**src/rtl/icg_enable_ctrl_pkg.sv**
```systemverilog
`default_nettype none
// ============================================================================
// Module      : icg_enable_ctrl_pkg
// Description : State encoding and helpers shared by the icgtn enable
//               controller and its down-counter.
// Revision    : 1.0 - initial release
// ============================================================================
package icg_enable_ctrl_pkg;

    // Controller state, also exported on the STATE status port
    typedef enum logic [1:0] {
        ST_OFF   = 2'd0,
        ST_WAKE  = 2'd1,
        ST_ON    = 2'd2,
        ST_DRAIN = 2'd3
    } icg_state_e;

    localparam logic [1:0] c_st_off   = ST_OFF;
    localparam logic [1:0] c_st_wake  = ST_WAKE;
    localparam logic [1:0] c_st_on    = ST_ON;
    localparam logic [1:0] c_st_drain = ST_DRAIN;

    // Larger of two integers, used to size the shared wake/drain counter
    function automatic int icg_max(input int a, input int b);
        return (a > b) ? a : b;
    endfunction

endpackage
`default_nettype wire

```
**src/rtl/icg_ctrl_downcnt.sv**
```systemverilog
`default_nettype none
// ============================================================================
// Module      : icg_ctrl_downcnt
// Description : Loadable down-counter with zero flag. Timing source for both
//               the wake period and the idle drain period.
// Revision    : 1.0 - initial release
// ============================================================================
module icg_ctrl_downcnt #(
    parameter int WIDTH = 5
) (
    input  logic             clk,
    input  logic             rst,
    input  logic             i_load,
    input  logic [WIDTH-1:0] i_load_val,
    input  logic             i_dec,
    output logic             o_zero
);

    logic [WIDTH-1:0] r_count;

    // Load has priority over decrement; decrement stops at zero
    always_ff @(posedge clk) begin
        if (rst) begin
            r_count <= '0;
        end else if (i_load) begin
            r_count <= i_load_val;
        end else if (i_dec && (r_count != '0)) begin
            r_count <= r_count - WIDTH'(1);
        end
    end

    assign o_zero = (r_count == '0);

endmodule
`default_nettype wire

```
**src/rtl/icg_enable_ctrl.sv**
```systemverilog
`default_nettype none
// ============================================================================
// Module      : icg_enable_ctrl
// Description : Enable controller for a negative-edge ICG (icgtn). Wakes the
//               gated domain on client activity, grants ACK once E has been
//               high for WAKE_CYCLES, and closes the gate after IDLE_CYCLES
//               of inactivity. TE is a direct passthrough of SCAN_EN.
// Revision    : 1.0 - initial release
// ============================================================================
module icg_enable_ctrl
    import icg_enable_ctrl_pkg::*;
#(
    parameter int N_REQ       = 4,
    parameter int WAKE_CYCLES = 2,
    parameter int IDLE_CYCLES = 16
) (
    input  logic             CLK,
    input  logic             RST,
    input  logic [N_REQ-1:0] REQ,
    input  logic [N_REQ-1:0] BUSY,
    input  logic             FORCE_ON,
    input  logic             SCAN_EN,
    output logic             E,
    output logic             TE,
    output logic [N_REQ-1:0] ACK,
    output logic [1:0]       STATE
);

    localparam int c_cnt_w = $clog2(icg_max(WAKE_CYCLES, IDLE_CYCLES) + 1);
    localparam logic [c_cnt_w-1:0] c_wake_load = c_cnt_w'(WAKE_CYCLES - 1);
    localparam logic [c_cnt_w-1:0] c_idle_load = c_cnt_w'(IDLE_CYCLES - 1);

    logic [1:0]         r_state;
    logic               r_e;
    logic [N_REQ-1:0]   r_ack;

    logic [1:0]         w_next_state;
    logic               w_active;
    logic               w_cnt_load;
    logic [c_cnt_w-1:0] w_cnt_load_val;
    logic               w_cnt_dec;
    logic               w_cnt_zero;

    assign w_active = (|REQ) | (|BUSY) | FORCE_ON;

    // Next-state and counter control; WAKE always runs to completion and
    // activity in DRAIN always wins over the timeout
    always_comb begin
        w_next_state   = r_state;
        w_cnt_load     = 1'b0;
        w_cnt_load_val = '0;
        w_cnt_dec      = 1'b0;
        case (r_state)
            c_st_off: begin
                if (w_active) begin
                    w_next_state   = c_st_wake;
                    w_cnt_load     = 1'b1;
                    w_cnt_load_val = c_wake_load;
                end
            end
            c_st_wake: begin
                if (w_cnt_zero) begin
                    w_next_state = c_st_on;
                end else begin
                    w_cnt_dec = 1'b1;
                end
            end
            c_st_on: begin
                if (!w_active) begin
                    w_next_state   = c_st_drain;
                    w_cnt_load     = 1'b1;
                    w_cnt_load_val = c_idle_load;
                end
            end
            c_st_drain: begin
                if (w_active) begin
                    w_next_state = c_st_on;
                end else if (w_cnt_zero) begin
                    w_next_state = c_st_off;
                end else begin
                    w_cnt_dec = 1'b1;
                end
            end
        endcase
    end

    // State, E and ACK registers; E and ACK come from the next state so they
    // line up with STATE and E can only fall on the DRAIN->OFF edge
    always_ff @(posedge CLK) begin
        if (RST) begin
            r_state <= c_st_off;
            r_e     <= 1'b0;
            r_ack   <= '0;
        end else begin
            r_state <= w_next_state;
            r_e     <= (w_next_state != c_st_off);
            r_ack   <= REQ & {N_REQ{w_next_state == c_st_on}};
        end
    end

    icg_ctrl_downcnt #(
        .WIDTH (c_cnt_w)
    ) u_downcnt (
        .clk        (CLK),
        .rst        (RST),
        .i_load     (w_cnt_load),
        .i_load_val (w_cnt_load_val),
        .i_dec      (w_cnt_dec),
        .o_zero     (w_cnt_zero)
    );

    assign E     = r_e;
    assign ACK   = r_ack;
    assign STATE = r_state;
    assign TE    = SCAN_EN;

endmodule
`default_nettype wire

```
**config.mk**
```make
export PLATFORM = sky130hd
export DESIGN_NAME = icg_enable_ctrl
export DESIGN_NICKNAME = d
export VERILOG_FILES = /design/src/rtl/icg_enable_ctrl_pkg.sv /design/src/rtl/icg_ctrl_downcnt.sv /design/src/rtl/icg_enable_ctrl.sv
export SDC_FILE = /design/constraint.sdc
export NUM_CORES = 1
export LEC_CHECK = 0
export BUFFER_PORTS_ARGS = -buffer_cell sky130_fd_sc_hd__buf_4
export CAP_MARGIN = 20
export CORE_MARGIN = 1.5
export CORE_UTILIZATION = 45
export CTS_BUF_LIST = sky130_fd_sc_hd__clkbuf_16
export DETAILED_ROUTE_END_ITERATION = 16
export PLACE_DENSITY = 0.73
export SYNTH_ARGS = -nofsm -noshare
export SYNTH_HDL_FRONTEND = slang
export SYNTH_SLANG_ARGS = --single-unit
```
**constraint.sdc**
```tcl
create_clock -name CLK -period 2.3 [get_ports CLK]
set_clock_uncertainty 0.2 [all_clocks]
set_input_delay 0.23 -clock CLK [delete_from_list [all_inputs] [get_ports CLK]]
set_output_delay 0.23 -clock CLK [all_outputs]
set_load 0.01 [all_outputs]
```
==> out/metrics.cfg <==
[outcome]
outcome=finished clean

[logic_synthesis]
synth_edf_count=0
postSynthCellCount=68
synth_area_um2=658
yosysTopAreaCell=dfxtp_1
yosys_warnings=0
synthArstFlopShare_pct=0
ys.flop_type=dfxtp_1
ys_seq_elements=12
seq_area_frac_synth_pct=36.5
synth_fp_nets=82
syn_avg_cell_area_um2=9.68
yosysTopAreaCellShare_pct=36.5
ys_types=32
synthTopCellsByArea=dfxtp_1 (37%), and2_1 (4.8%), ha_1 (3.8%), a31oi_4 (3.2%), nor4_4 (3.2%)

[clock_tree]
clk_path_buf_depth=2
cts_setup_buffers=0
cts_resized=0
root_buffer=clkbuf_16
clk_latency_ns=0.24
hold_buffers=0
h-tree-depth=1
numCtsBuffers=3
clock_sinks=12
clk_pin_slew_ns=0.05
cts_tree=done

[global_routing]
grt_usage_pct=20.8
first_global_vias=454
antenna_found_initial=0
grt_max_degree=11
grt_pass1_wl_um=2040
overflow=0

[timing]
fmax_mhz=511
slew_viol_final=0
hold_ws_ns=0.00448
hold_violations=0
worstMarginPinSlew_ns=0.441
slew-limit-headroom_pct=69.8
rsz0062_at_grt=no
period_share_pct=85.1
tns_ns=0
fin_crit_ns=1.96
setup_violations=0

[detailed_routing]
vias=553
postRouteAntennaNets=0
wl_um=1340
wire_per_inst_um=13.1
vias_per_cell=5.42
drt-initial-drc-count=10
wl_met2_um=562
dr.max_layer_used=met4
wl_met1_um=658
drt_first_pass_iters=4
drc_errors=0
detailroute.wirelength.met3_um=64

[floorplanning]
die_w_um=41.2
coreArea_um2=1330
dieArea_um2=1700
initial_utilization_pct=49.3
io_pins=20
fp-row-count=13
dieHeight_um=41.2

[power_and_ir_drop]
p_leak_nw=0.358
comb_power_share_pct=43.9
switchingPower_mw=0.442
seq_power_share_pct=29.5
power.density_nw_per_um2=1410
irDropWorstVdd_uv=678
netSwitchingFraction_pct=36.0
intPower_mw=0.786
clockPowerShare_pct=26.6

[placed_design]
post-place-cells=98
dp_hpwl_um=1020
finalWeightedCongestion=0.764
numPortBuffers=17

[min_path]
whs_path_depth=2
hold_class=input port to flip-flop

[layout]
nets=102
final_cells=102
area_growth_pct=32.5
drive_gt1_share_pct=34.5
n_antenna_cell=0

[setup_path]
start_kind=flip-flop
max_stage_delay_ns=0.41
r2r_cells=6
path_class=flip-flop to flip-flop
arrival_ns=1.91
required_ns=2.25
path_max_fanout=5
crit_path_end_kind=flip-flop
worst-path-stages=6
path_buf_inv=1
crit_chain=inv_1 -> ha_1 -> nor4b_2 -> and2_1 -> or3_4 -> o32ai_1
cp_top_family=simple AND/OR/NAND/NOR gates
worst_path_max_delay_cell=or3_4

[job]
drv_cap=0

stage by stage:
| stage | setup slack, ns | area [µm²] | total power [mW] | utilization (%) |
|---|---|---|---|---|
| 2_1_floorplan | 0.489 | 658 | 0.733 | - |
| 3_3_place_gp | 0.398 | 793 | 0.887 | 59.5 |
| 3_5_place_dp | 0.359 | 793 | 0.898 | 59.5 |
| 4_1_cts | 0.345 | 872 | 1.23 | 65.4 |
| 5_1_grt | 0.209 | 872 | 1.32 | 65.4 |
| 6_report | 0.343 | 872 | 1.23 | 65.4 |
cell usage in the layout, fill, tap and decap left out, types with 2 or more instances in the layout:
master / Yosys / layout
and4_2: 2 / 2
or3_1: 3 / 3
a31oi_1: 2 / 2
o31ai_1: 2 / 2
o21ai_0: 2 / 2
nor2_1: 3 / 3
inv_1: 5 / 5
dfxtp_1: 12 / 12
nand2b_1: 3 / 3
nor2b_1: 2 / 2
o32ai_1: 2 / 2
ha_1: 2 / 2
clkbuf_16: 0 / 3
a2111oi_0: 2 / 2
and2_1: 5 / 5
buf_4: 1 / 17
a21oi_1: 4 / 4
power by group through the flow:
stage                     combinational, mW  sequential (mW)  clock (mW)
after floorplan                       0.365            0.368           0
after global placement                0.524            0.363           0
after detailed placement              0.533            0.366           0
after CTS                             0.536            0.362       0.329
after global routing                  0.606            0.377       0.338
final                                 0.539            0.362       0.327
cell families (layout without fill, tap and decap cells):
kind of cell,after synthesis,count (layout),synth area share [%]
flip-flops,12,12,36.5
AO/OA/AOI/OAI,19,19,22.8
adder cells (fa/ha/maj),2,2,3.80
AND/OR/NAND/NOR,28,28,32.3
buffers and inverters,7,26,4.56
flip-flops by register name, indices dropped and copies added, names as in the netlist:
name / flops
u_downcnt.r_count: 5
ACK: 4
E: 1
STATE: 2
metal layers:
layer / vias to the layer above / track usage [%]
met2: 15 / 26.6
met5: - / 0
met1: 243 / 25.7
met3: 4 / 8.15
li1: 291 / -
met4: 0 / 19.4
final timing paths:
check	from	endpoint	slack, ns
max reg2reg	u_downcnt.r_count[0]	u_downcnt.r_count[2]	0.34
max	u_downcnt.r_count[0]	u_downcnt.r_count[2]	0.34
min reg2reg	u_downcnt.r_count[1]	u_downcnt.r_count[1]	0.29
min	REQ[1]	ACK[1]	0.004
cell usage after synthesis (all sizes together), types with 3 or more instances:
master	count
or3	4
nand2b	3
a31oi	3
inv	5
a21oi	4
nor2	4
and2	5
dfxtp	12
final cells by class:
cell class                 count  area, µm²
timing repair buffer          17        128
tap                           15       18.8
sequential                    12        240
multi-input combinational     49        388
inverter                       5       18.8
clock inverter                 1       3.75
fill                         110        462
clock buffer                   3       75.1
Note: power is estimated with default switching activity, not from simulation.
